<file path="src/rtl/approx_prefix_adder_pipe.sv">
// ============================================================================
// Module   : approx_prefix_adder_pipe
// Purpose  : Pipelined Kogge-Stone adder with per-beat exact / lower-part-OR
//            approximate mode and valid/ready handshakes on both sides.
// Options  : APPROX_ADDER_ERR_CNT_EN adds an exact shadow sum and an error
//            counter (err_clr_i, err_cnt_o).
// Revision : 1.0 - initial release
// ============================================================================
`default_nettype none

module approx_prefix_adder_pipe #(
    parameter int WIDTH       = 32,
    parameter int APPROX_BITS = 8,
    parameter int STAGES      = 2
) (
    input  logic             clk_i,
    input  logic             rst_ni,
    input  logic             in_valid_i,
    output logic             in_ready_o,
    input  logic [WIDTH-1:0] a_i,
    input  logic [WIDTH-1:0] b_i,
    input  logic             cin_i,
    input  logic             approx_i,
    output logic             out_valid_o,
    input  logic             out_ready_i,
    output logic [WIDTH-1:0] sum_o,
    output logic             cout_o
`ifdef APPROX_ADDER_ERR_CNT_EN
    ,
    input  logic             err_clr_i,
    output logic [31:0]      err_cnt_o
`endif
);

    localparam int LEVELS  = $clog2(WIDTH);
    localparam int LV_BASE = LEVELS / STAGES;
    localparam int LV_REM  = LEVELS % STAGES;

    // Inter-stage links: slot k is the data entering register stage k.
    logic [STAGES-1:0][WIDTH-1:0] lk_p;
    logic [STAGES-1:0][WIDTH-1:0] lk_g;
    logic [STAGES-1:0][WIDTH-1:0] lk_h;
    logic [STAGES-1:0]            lk_c0;

    logic [STAGES-1:0] vld;
    logic [STAGES-1:0] vin;
    logic [STAGES:0]   rdy;

    logic [WIDTH-1:0]  sum_q;
    logic              cout_q;

    // Bit-level P/G. In approximate mode the low bits leave the prefix tree
    // except bit k-1, whose generate becomes the carry into bit k.
    logic [WIDTH-1:0] pre_p;
    logic [WIDTH-1:0] pre_g;
    logic [WIDTH-1:0] pre_h;
    logic             pre_c0;

    always_comb begin
        pre_p  = a_i ^ b_i;
        pre_g  = a_i & b_i;
        pre_h  = a_i ^ b_i;
        pre_c0 = cin_i;
        if ((APPROX_BITS > 0) && approx_i) begin
            pre_c0 = 1'b0;
            for (int i = 0; i < WIDTH; i++) begin
                if (i < APPROX_BITS) begin
                    pre_p[i] = 1'b0;
                    pre_g[i] = 1'b0;
                    pre_h[i] = a_i[i] | b_i[i];
                end
                if (i == APPROX_BITS - 1) begin
                    pre_g[i] = a_i[i] & b_i[i];
                end
            end
        end
        // Folding carry-in into bit 0 keeps the tree at log2(WIDTH) levels.
        pre_g[0] = pre_g[0] | (pre_p[0] & pre_c0);
    end

    assign lk_p[0]  = pre_p;
    assign lk_g[0]  = pre_g;
    assign lk_h[0]  = pre_h;
    assign lk_c0[0] = pre_c0;

    always_comb begin
        rdy[STAGES] = out_ready_i;
        for (int k = STAGES - 1; k >= 0; k--) begin
            rdy[k] = ~vld[k] | rdy[k+1];
        end
    end

    always_comb begin
        vin[0] = in_valid_i;
        for (int k = 1; k < STAGES; k++) begin
            vin[k] = vld[k-1];
        end
    end

    always_ff @(posedge clk_i or negedge rst_ni) begin
        if (!rst_ni) begin
            vld <= '0;
        end else begin
            for (int k = 0; k < STAGES; k++) begin
                if (rdy[k]) begin
                    vld[k] <= vin[k];
                end
            end
        end
    end

`ifdef APPROX_ADDER_ERR_CNT_EN
    logic [STAGES-1:0][WIDTH:0] lk_x;
    logic [WIDTH:0]             exact_q;
    logic [31:0]                err_cnt;

    assign lk_x[0] = {1'b0, a_i} + {1'b0, b_i} + {{WIDTH{1'b0}}, cin_i};
`endif

    for (genvar k = 0; k < STAGES; k++) begin : g_stage
        localparam int FIRST = k * LV_BASE + ((k < LV_REM) ? k : LV_REM);
        localparam int CNT   = LV_BASE + ((k < LV_REM) ? 1 : 0);

        logic [WIDTH-1:0] p_n;
        logic [WIDTH-1:0] g_n;
        logic [WIDTH-1:0] p_t;
        logic [WIDTH-1:0] g_t;
        logic             load;

        assign load = rdy[k] & vin[k];

        // Prefix levels FIRST .. FIRST+CNT-1; earlier stages take the extra level.
        always_comb begin
            p_n = lk_p[k];
            g_n = lk_g[k];
            p_t = '0;
            g_t = '0;
            for (int j = 0; j < LEVELS; j++) begin
                if ((j >= FIRST) && (j < FIRST + CNT)) begin
                    p_t = p_n;
                    g_t = g_n;
                    for (int i = 0; i < WIDTH; i++) begin
                        if (i >= (1 << j)) begin
                            g_n[i] = g_t[i] | (p_t[i] & g_t[i - (1 << j)]);
                            p_n[i] = p_t[i] & p_t[i - (1 << j)];
                        end
                    end
                end
            end
        end

        if (k < STAGES - 1) begin : g_mid
            logic [WIDTH-1:0] p_q;
            logic [WIDTH-1:0] g_q;
            logic [WIDTH-1:0] h_q;
            logic             c0_q;

            always_ff @(posedge clk_i or negedge rst_ni) begin
                if (!rst_ni) begin
                    p_q  <= '0;
                    g_q  <= '0;
                    h_q  <= '0;
                    c0_q <= 1'b0;
                end else if (load) begin
                    p_q  <= p_n;
                    g_q  <= g_n;
                    h_q  <= lk_h[k];
                    c0_q <= lk_c0[k];
                end
            end

            assign lk_p[k+1]  = p_q;
            assign lk_g[k+1]  = g_q;
            assign lk_h[k+1]  = h_q;
            assign lk_c0[k+1] = c0_q;

`ifdef APPROX_ADDER_ERR_CNT_EN
            logic [WIDTH:0] x_q;

            always_ff @(posedge clk_i or negedge rst_ni) begin
                if (!rst_ni) begin
                    x_q <= '0;
                end else if (load) begin
                    x_q <= lk_x[k];
                end
            end

            assign lk_x[k+1] = x_q;
`endif
        end else begin : g_last
            // g_n[i] is now the carry out of bit i, so the carries shift up by one.
            always_ff @(posedge clk_i or negedge rst_ni) begin
                if (!rst_ni) begin
                    sum_q  <= '0;
                    cout_q <= 1'b0;
                end else if (load) begin
                    sum_q  <= lk_h[k] ^ {g_n[WIDTH-2:0], lk_c0[k]};
                    cout_q <= g_n[WIDTH-1];
                end
            end

`ifdef APPROX_ADDER_ERR_CNT_EN
            always_ff @(posedge clk_i or negedge rst_ni) begin
                if (!rst_ni) begin
                    exact_q <= '0;
                end else if (load) begin
                    exact_q <= lk_x[k];
                end
            end
`endif
        end
    end

`ifdef APPROX_ADDER_ERR_CNT_EN
    always_ff @(posedge clk_i or negedge rst_ni) begin
        if (!rst_ni) begin
            err_cnt <= '0;
        end else if (err_clr_i) begin
            err_cnt <= '0;
        end else if (vld[STAGES-1] && out_ready_i &&
                     ({cout_q, sum_q} != exact_q) && (err_cnt != 32'hFFFF_FFFF)) begin
            err_cnt <= err_cnt + 32'd1;
        end
    end

    assign err_cnt_o = err_cnt;
`endif

    assign in_ready_o  = rdy[0];
    assign out_valid_o = vld[STAGES-1];
    assign sum_o       = sum_q;
    assign cout_o      = cout_q;

endmodule

`default_nettype wire

</file>
<file path="config.mk">
export PLATFORM = sky130hd
export DESIGN_NAME = approx_prefix_adder_pipe
export DESIGN_NICKNAME = d
export VERILOG_FILES = /design/src/rtl/approx_prefix_adder_pipe.sv
export SDC_FILE = /design/constraint.sdc
export NUM_CORES = 1
export LEC_CHECK = 0
export BUFFER_PORTS_ARGS = -buffer_cell sky130_fd_sc_hd__buf_4
export CORE_MARGIN = 3
export CORE_UTILIZATION = 50
export CTS_CLUSTER_SIZE = 28
export DETAILED_ROUTE_END_ITERATION = 12
export MAX_ROUTING_LAYER = met4
export PLACE_DENSITY = 0.72
export SYNTH_ARGS = -nofsm -noshare
export SYNTH_HDL_FRONTEND = slang
export SYNTH_SLANG_ARGS = --single-unit
</file>
<file path="constraint.sdc">
create_clock -name clk_i -period 1.65 [get_ports clk_i]
set_clock_uncertainty 0.05 [all_clocks]
set_input_delay 0.165 -clock clk_i [delete_from_list [all_inputs] [get_ports clk_i]]
set_output_delay 0.165 -clock clk_i [all_outputs]
set_load 0.01 [all_outputs]
</file>
==> flow_summary.yaml, run 1 <==
status:
  status: "finished clean"
logic_synthesis:
  ys_warn_count: 0
  synthXorXnorAreaFrac: 0.0423
  synthSimpleGateAreaFrac: 0.183
  synth_fa_ha_area_frac: 0.0756
  ys_ff_latch: 124
  synth_nets: 862
  netlist_instances: 752
  async_flop_share: 1.00
  ys_dominant_reg_cell: "dfrtp_1"
  avgSynthCellArea_um2: 8.81
  synth_edf_count: 0
  muxShareOfSynthArea: 0.00151
  synth_compound_area_frac: 0.185
  synth_top_family_by_area: "compound AO/OA/AOI/OAI gates"
  yosysSeqAreaShare: 0.468
  synth_cell_types: 45
  syn_area_mm2: 0.00662
worst_setup_path:
  critical_path.top_delay_family: "flip-flops"
  critPathKind: "reg2reg"
  r2r-start: "vld[1]"
  worstRegToRegCells: 4
  required_ns: 1.89
  cpPeakStageDelay_ns: 0.42
  path_buf_inv: 1
  r2r-end: "g_stage[0].g_mid.p_q[28]"
  crit_arrival_ns: 1.80
  path_max_fanout: 27
  crit_path_top_delay_cell: "dfrtp_1"
  ff2ff_setup_slack_ns: 0.09
  cp-start-kind: "flop"
  end_kind: "flop"
  crit_chain: "nand3b_4 > nand2_4 > buf_12 > o41ai_1"
timing:
  final_max_slew_viol_count: 0
  fin_crit_ns: 1.56
  tns_ns: 0
  final-setup-viol-count: 0
  tightest_slew_ns: 0.477
  hold_slack_ns: 0.0223
  fmax_mhz: 640
  slew-limit-headroom: 0.679
  hold_violations: 0
  fin_crit_sh: 0.948
  rsz0062_at_grt: "no"
drt:
  wire_per_inst_um: 16.8
  routed_wl_um: 17800
  drc: 0
  firstDrtPassIters: 7
  drt_iter0_drc: 667
  ant_nets: 0
  via_per_inst: 5.60
  num_vias: 5923
placed_design:
  gp_congestion: 0.911
  placed_cells_incl_taps: 1026
  dp.final_hpwl_um: 13400
  placed_cell_area_mm2: 0.00777
  portBuffers: 104
floorplan:
  fp.dieW_um: 121
  die_area_mm2: 0.0147
  num_rows: 41
  design.core.area_mm2: 0.0128
  io_pins: 105
  die_y_um: 121
  start_util: 0.519
hold_path:
  min_from: "cin_i"
  hold_class: "in2reg"
  whs_path_depth: 3
  holdPathEnd: "g_stage[0].g_mid.c0_q"
layout:
  multi_input_comb_area_mm2: 0.00324
  n_fill_cell: 1075
  regArea_mm2: 0.00310
  final_common_cell: "nand2_1"
  fin_area_mm2: 0.00838
  final_cell_mix: "nand2_1 (187), buf_4 (135), dfrtp_1 (124)"
  fin_cells: 1057
  diodes: 0
  drive_above_1_share: 0.199
  nets: 986
  area_growth_pct: 26.5
global_routing:
  grt_first_pass_wirelength_um: 29000
  grt_overflow: 0
  antenna_found_initial: 0
  grtUsageTotal: 0.258
  grt_max_degree: 67
  grt_pass1_vias: 5758
clock_tree:
  cts_max_level: 4
  cts_post_setup_buffers_inserted: 0
  clock_latency_ns: 0.41
  clkTransAtPathRegs_ns: 0.05
  cts.sinks: 124
  cts_buffer_depth: 2
  cts_buffers: 17
  cts_tree: "done"
  root_buffer: "clkbuf_16"
pwr:
  leakagePower_nw: 4.05
  vdd_drop_max_mv: 0.749
  p_per_area_mw_per_mm2: 1200
run:
  cap_violations: 0
## routing by layer
layer / part of all wire / global-route usage / vias up
met1: 0.46 / 0.371 / 2765
met2: 0.43 / 0.366 / 303
li1: - / - / 2834
met5: 0 / - / -
met3: 0.092 / 0.0690 / 21
met4: 0.011 / 0.0637 / 0
## worst max path at each step
stage / start / end / slack [ns] / cells past startpoint
global route: vld[1] / g_stage[0].g_mid.p_q[29] / 0.01 / 4
global placement: a_i[4] / g_stage[0].g_mid.g_q[10] / 0.02 / 7
detailed placement: a_i[8] / g_stage[0].g_mid.g_q[12] / 0.05 / 6
floorplan: a_i[9] / g_stage[0].g_mid.g_q[9] / 0.12 / 7
finish: vld[1] / g_stage[0].g_mid.p_q[28] / 0.09 / 4
CTS: vld[1] / g_stage[0].g_mid.p_q[28] / 0.08 / 4
## final cells by class
class	count	area share
clock buffer	21	0.0573
clock inverter	7	0.0109
inverter	23	0.0103
multi-input combinational	566	0.387
sequential	124	0.370
tap	172	0.0257
timing repair buffer	144	0.139
## per-stage QoR
stage	util	total power, W	setup WS (ns)
floorplan	-	0.00521	0.118
global placement	0.608	0.00634	0.0150
detailed placement	0.608	0.00642	0.0481
CTS	0.656	0.0100	0.0813
global route	0.656	0.0105	0.0128
finish	0.656	0.0100	0.0863
## report_power, final
part	switching, W	internal (W)	leakage, nW	total (W)
clock network	0.00129	0.00234	0.283	0.00363
registers	0.000362	0.00357	1.55	0.00393
logic	0.00133	0.00113	2.22	0.00246
total	0.00298	0.00704	4.05	0.0100
## worst reg2reg max path, cell delays in order, from the launching register on
cell and delay (ns):
dfrtp_1 0.42, nand3b_4 0.13, nand2_4 0.20, buf_12 0.24, o41ai_1 0.41
## sequential cells by signal (all words and copies together) (netlist names)
name,count
sum_o,32
g_stage.g_mid.c0_q,1
vld,2
cout_o,1
g_stage.g_mid.p_q,24
g_stage.g_mid.h_q,32
g_stage.g_mid.g_q,32
## logic make-up after synthesis
logic type | count (synthesis)
flip-flops | 124
buffers and inverters | 62
AND/OR/NAND/NOR | 278
multiplexers | 1
adder cells (fa/ha/maj) | 40
AO/OA/AOI/OAI | 215
XOR/XNOR | 32
## repair_timing
action | CTS | global route
hold endpoints to repair | 34 | 0
setup endpoints to repair | 0 | 1
hold buffers | 3 | 0
gates resized for setup | 0 | 1
## synthesized netlist by cell type, drive strengths merged, types with 7 or more instances
cell type / n / area (um^2)
nand2: 188 / 708
dfrtp: 124 / 3100
o21ai: 94 / 470
a21oi: 70 / 350
ha: 40 / 500
nor2: 35 / 131
buf: 27 / 160
xnor2: 25 / 219
inv: 23 / 86.3
nand4: 16 / 100
a21o: 13 / 98.9
clkbuf: 12 / 45.0
o31ai: 10 / 75.1
and2: 8 / 50.1
nand2b: 8 / 50.1
a311o: 7 / 70.1
xor2: 7 / 61.3
Note: power is estimated with default switching activity, not from simulation.
==> inputs of run 2 (changes only) <==
CORE_UTILIZATION = 57   (was 50)
PLACE_DENSITY = unset   (was 0.72)
PLACE_DENSITY_LB_ADDON = 0.1   (was unset)
==> run 2 against run 1 <==
  * Maximum frequency decreased by 2.9%
  * Count of clock-buffer cells in the layout decreased by 3
  * Core utilization increased by 10 points
  * Die area decreased by 12%
  * Sequential power about the same
  * Via count increased by 0.66%
  * Final area increased by 0.15%
  * Critical path depth increased by 3
  * Critical path type is now in2reg
  * Largest cell class unchanged
==> flow_summary.yaml, run 2 (same netlist as run 1, synthesis figures left out) <==
clock_tree:
  cts_max_level: 4
  cts.sinks: 124
  clock_latency_ns: 0.41
  cts_post_setup_buffers_inserted: 0
  cts_buffers: 17
  clkTransAtPathRegs_ns: 0.06
  cts_buffer_depth: 2
  cts_tree: "done"
  root_buffer: "clkbuf_16"
floorplan:
  fp.dieW_um: 114
  die_area_mm2: 0.0130
  num_rows: 38
  design.core.area_mm2: 0.0111
  die_y_um: 114
  start_util: 0.598
  io_pins: 105
pwr:
  p_seq_frac: 0.386
  leakagePower_nw: 4.08
  fin_total_pwr_w: 0.0101
  vdd_drop_max_mv: 1.13
  clkPwrFrac: 0.369
  power_frac_comb: 0.245
  swShare: 0.302
  p_switching_w: 0.00307
  p_int_w: 0.00708
  p_per_area_mw_per_mm2: 1210
layout:
  final_common_cell: "nand2_1"
  post-route-util: 0.758
  final_cell_mix: "nand2_1 (187), buf_4 (138), dfrtp_1 (124)"
  diodes: 0
  area_growth_pct: 26.7
  drive_above_1_share: 0.203
  nets: 990
global_routing:
  grt_first_pass_wirelength_um: 29300
  grt_pass1_vias: 5778
  grtUsageTotal: 0.297
  antenna_found_initial: 0
  grt_max_degree: 67
  grt_overflow: 0
timing:
  hold_slack_ns: 0.113
  final_max_slew_viol_count: 0
  rsz0062_at_grt: "no"
  final-setup-viol-count: 0
  tns_ns: 0
  hold_violations: 0
  fmax_mhz: 621
  slew-limit-headroom: 0.675
  fin_crit_sh: 0.976
  fin_crit_ns: 1.61
  tightest_slew_ns: 0.488
drt:
  routed_wl_um: 17800
  via_per_inst: 5.77
  drt_iter0_drc: 612
  wire_per_inst_um: 17.2
  num_vias: 5962
  drc: 0
  ant_nets: 0
  firstDrtPassIters: 6
placed_design:
  portBuffers: 104
  dp.final_hpwl_um: 13500
  gp_congestion: 0.964
run:
  cap_violations: 0
status:
  status: "finished clean"
worst_setup_path:
  worstRegToRegCells: 4
  end_kind: "flop"
  path_max_fanout: 25
  cp-start-kind: "primary input"
  crit_arrival_ns: 1.87
  ff2ff_setup_slack_ns: 0.09
  r2r-end: "g_stage[0].g_mid.p_q[27]"
  worstSetupEndpoint: "g_stage[0].g_mid.g_q[2]"
  startpoint: "out_ready_i"
  required_ns: 1.91
  critPathKind: "in2reg"
  r2r-start: "vld[1]"
hold_path:
  whs_path_depth: 4
  hold_class: "in2reg"
## run 2: metrics by stage
stage	area (um^2)	setup WS, ns	std cells
final	8390	0.0395	1033
after global routing	8390	0.00663	1033
after CTS	8390	0.0817	1033
after detailed placement	7750	0.0533	997
after global placement	7750	0.0420	997
after floorplan	6620	0.118	752
## run 2: what timing repair did
| item | 4_1_cts | 5_1_grt |
|---|---|---|
| endpoints found under the hold margin | 30 | 0 |
| hold buffers | 4 | 0 |
| gates resized for setup | 0 | 0 |
## run 2: power by group through the flow
stage	logic, W	registers (W)	clock network, W
2_1_floorplan	0.00120	0.00401	0
3_3_place_gp	0.00240	0.00394	0
3_5_place_dp	0.00244	0.00397	0
4_1_cts	0.00248	0.00392	0.00378
5_1_grt	0.00275	0.00399	0.00394
6_report	0.00248	0.00392	0.00375
## run 2: metal layers
metal,wire length (um),share of wire,GRT usage,vias to the layer above
li1,-,-,-,2853
met1,8130,0.46,0.426,2799
met2,7740,0.44,0.428,295
met3,1720,0.097,0.0769,15
met4,170,0.0096,0.0697,0
met5,0,0,-,-
## run 2: how the worst min path moves through the flow
stage                        start                       end
after global routing      approx_i   g_stage[0].g_mid.g_q[0]
final                      b_i[30]  g_stage[0].g_mid.h_q[30]
after detailed placement    rst_ni                  sum_o[1]
after CTS                  b_i[30]  g_stage[0].g_mid.h_q[30]
after floorplan             rst_ni                    cout_o
after global placement      rst_ni                  sum_o[0]
## run 2: layout make-up
type	count	area, um^2
Timing Repair Buffer	148	1200
Fill cell	801	2680
Inverter	23	86.3
Clock inverter	14	170
Clock buffer	18	429
Tap cell	140	175
Multi-Input combinational cell	566	3230
Sequential cell	124	3100
## run 2: worst max-delay path: stages
cell           delay [ns]
dlygate4sd3_1        0.54
buf_4                0.14
nand3b_4             0.18
nand2_4              0.26
buf_4                0.30
a211oi_1             0.10
a21o_1               0.17
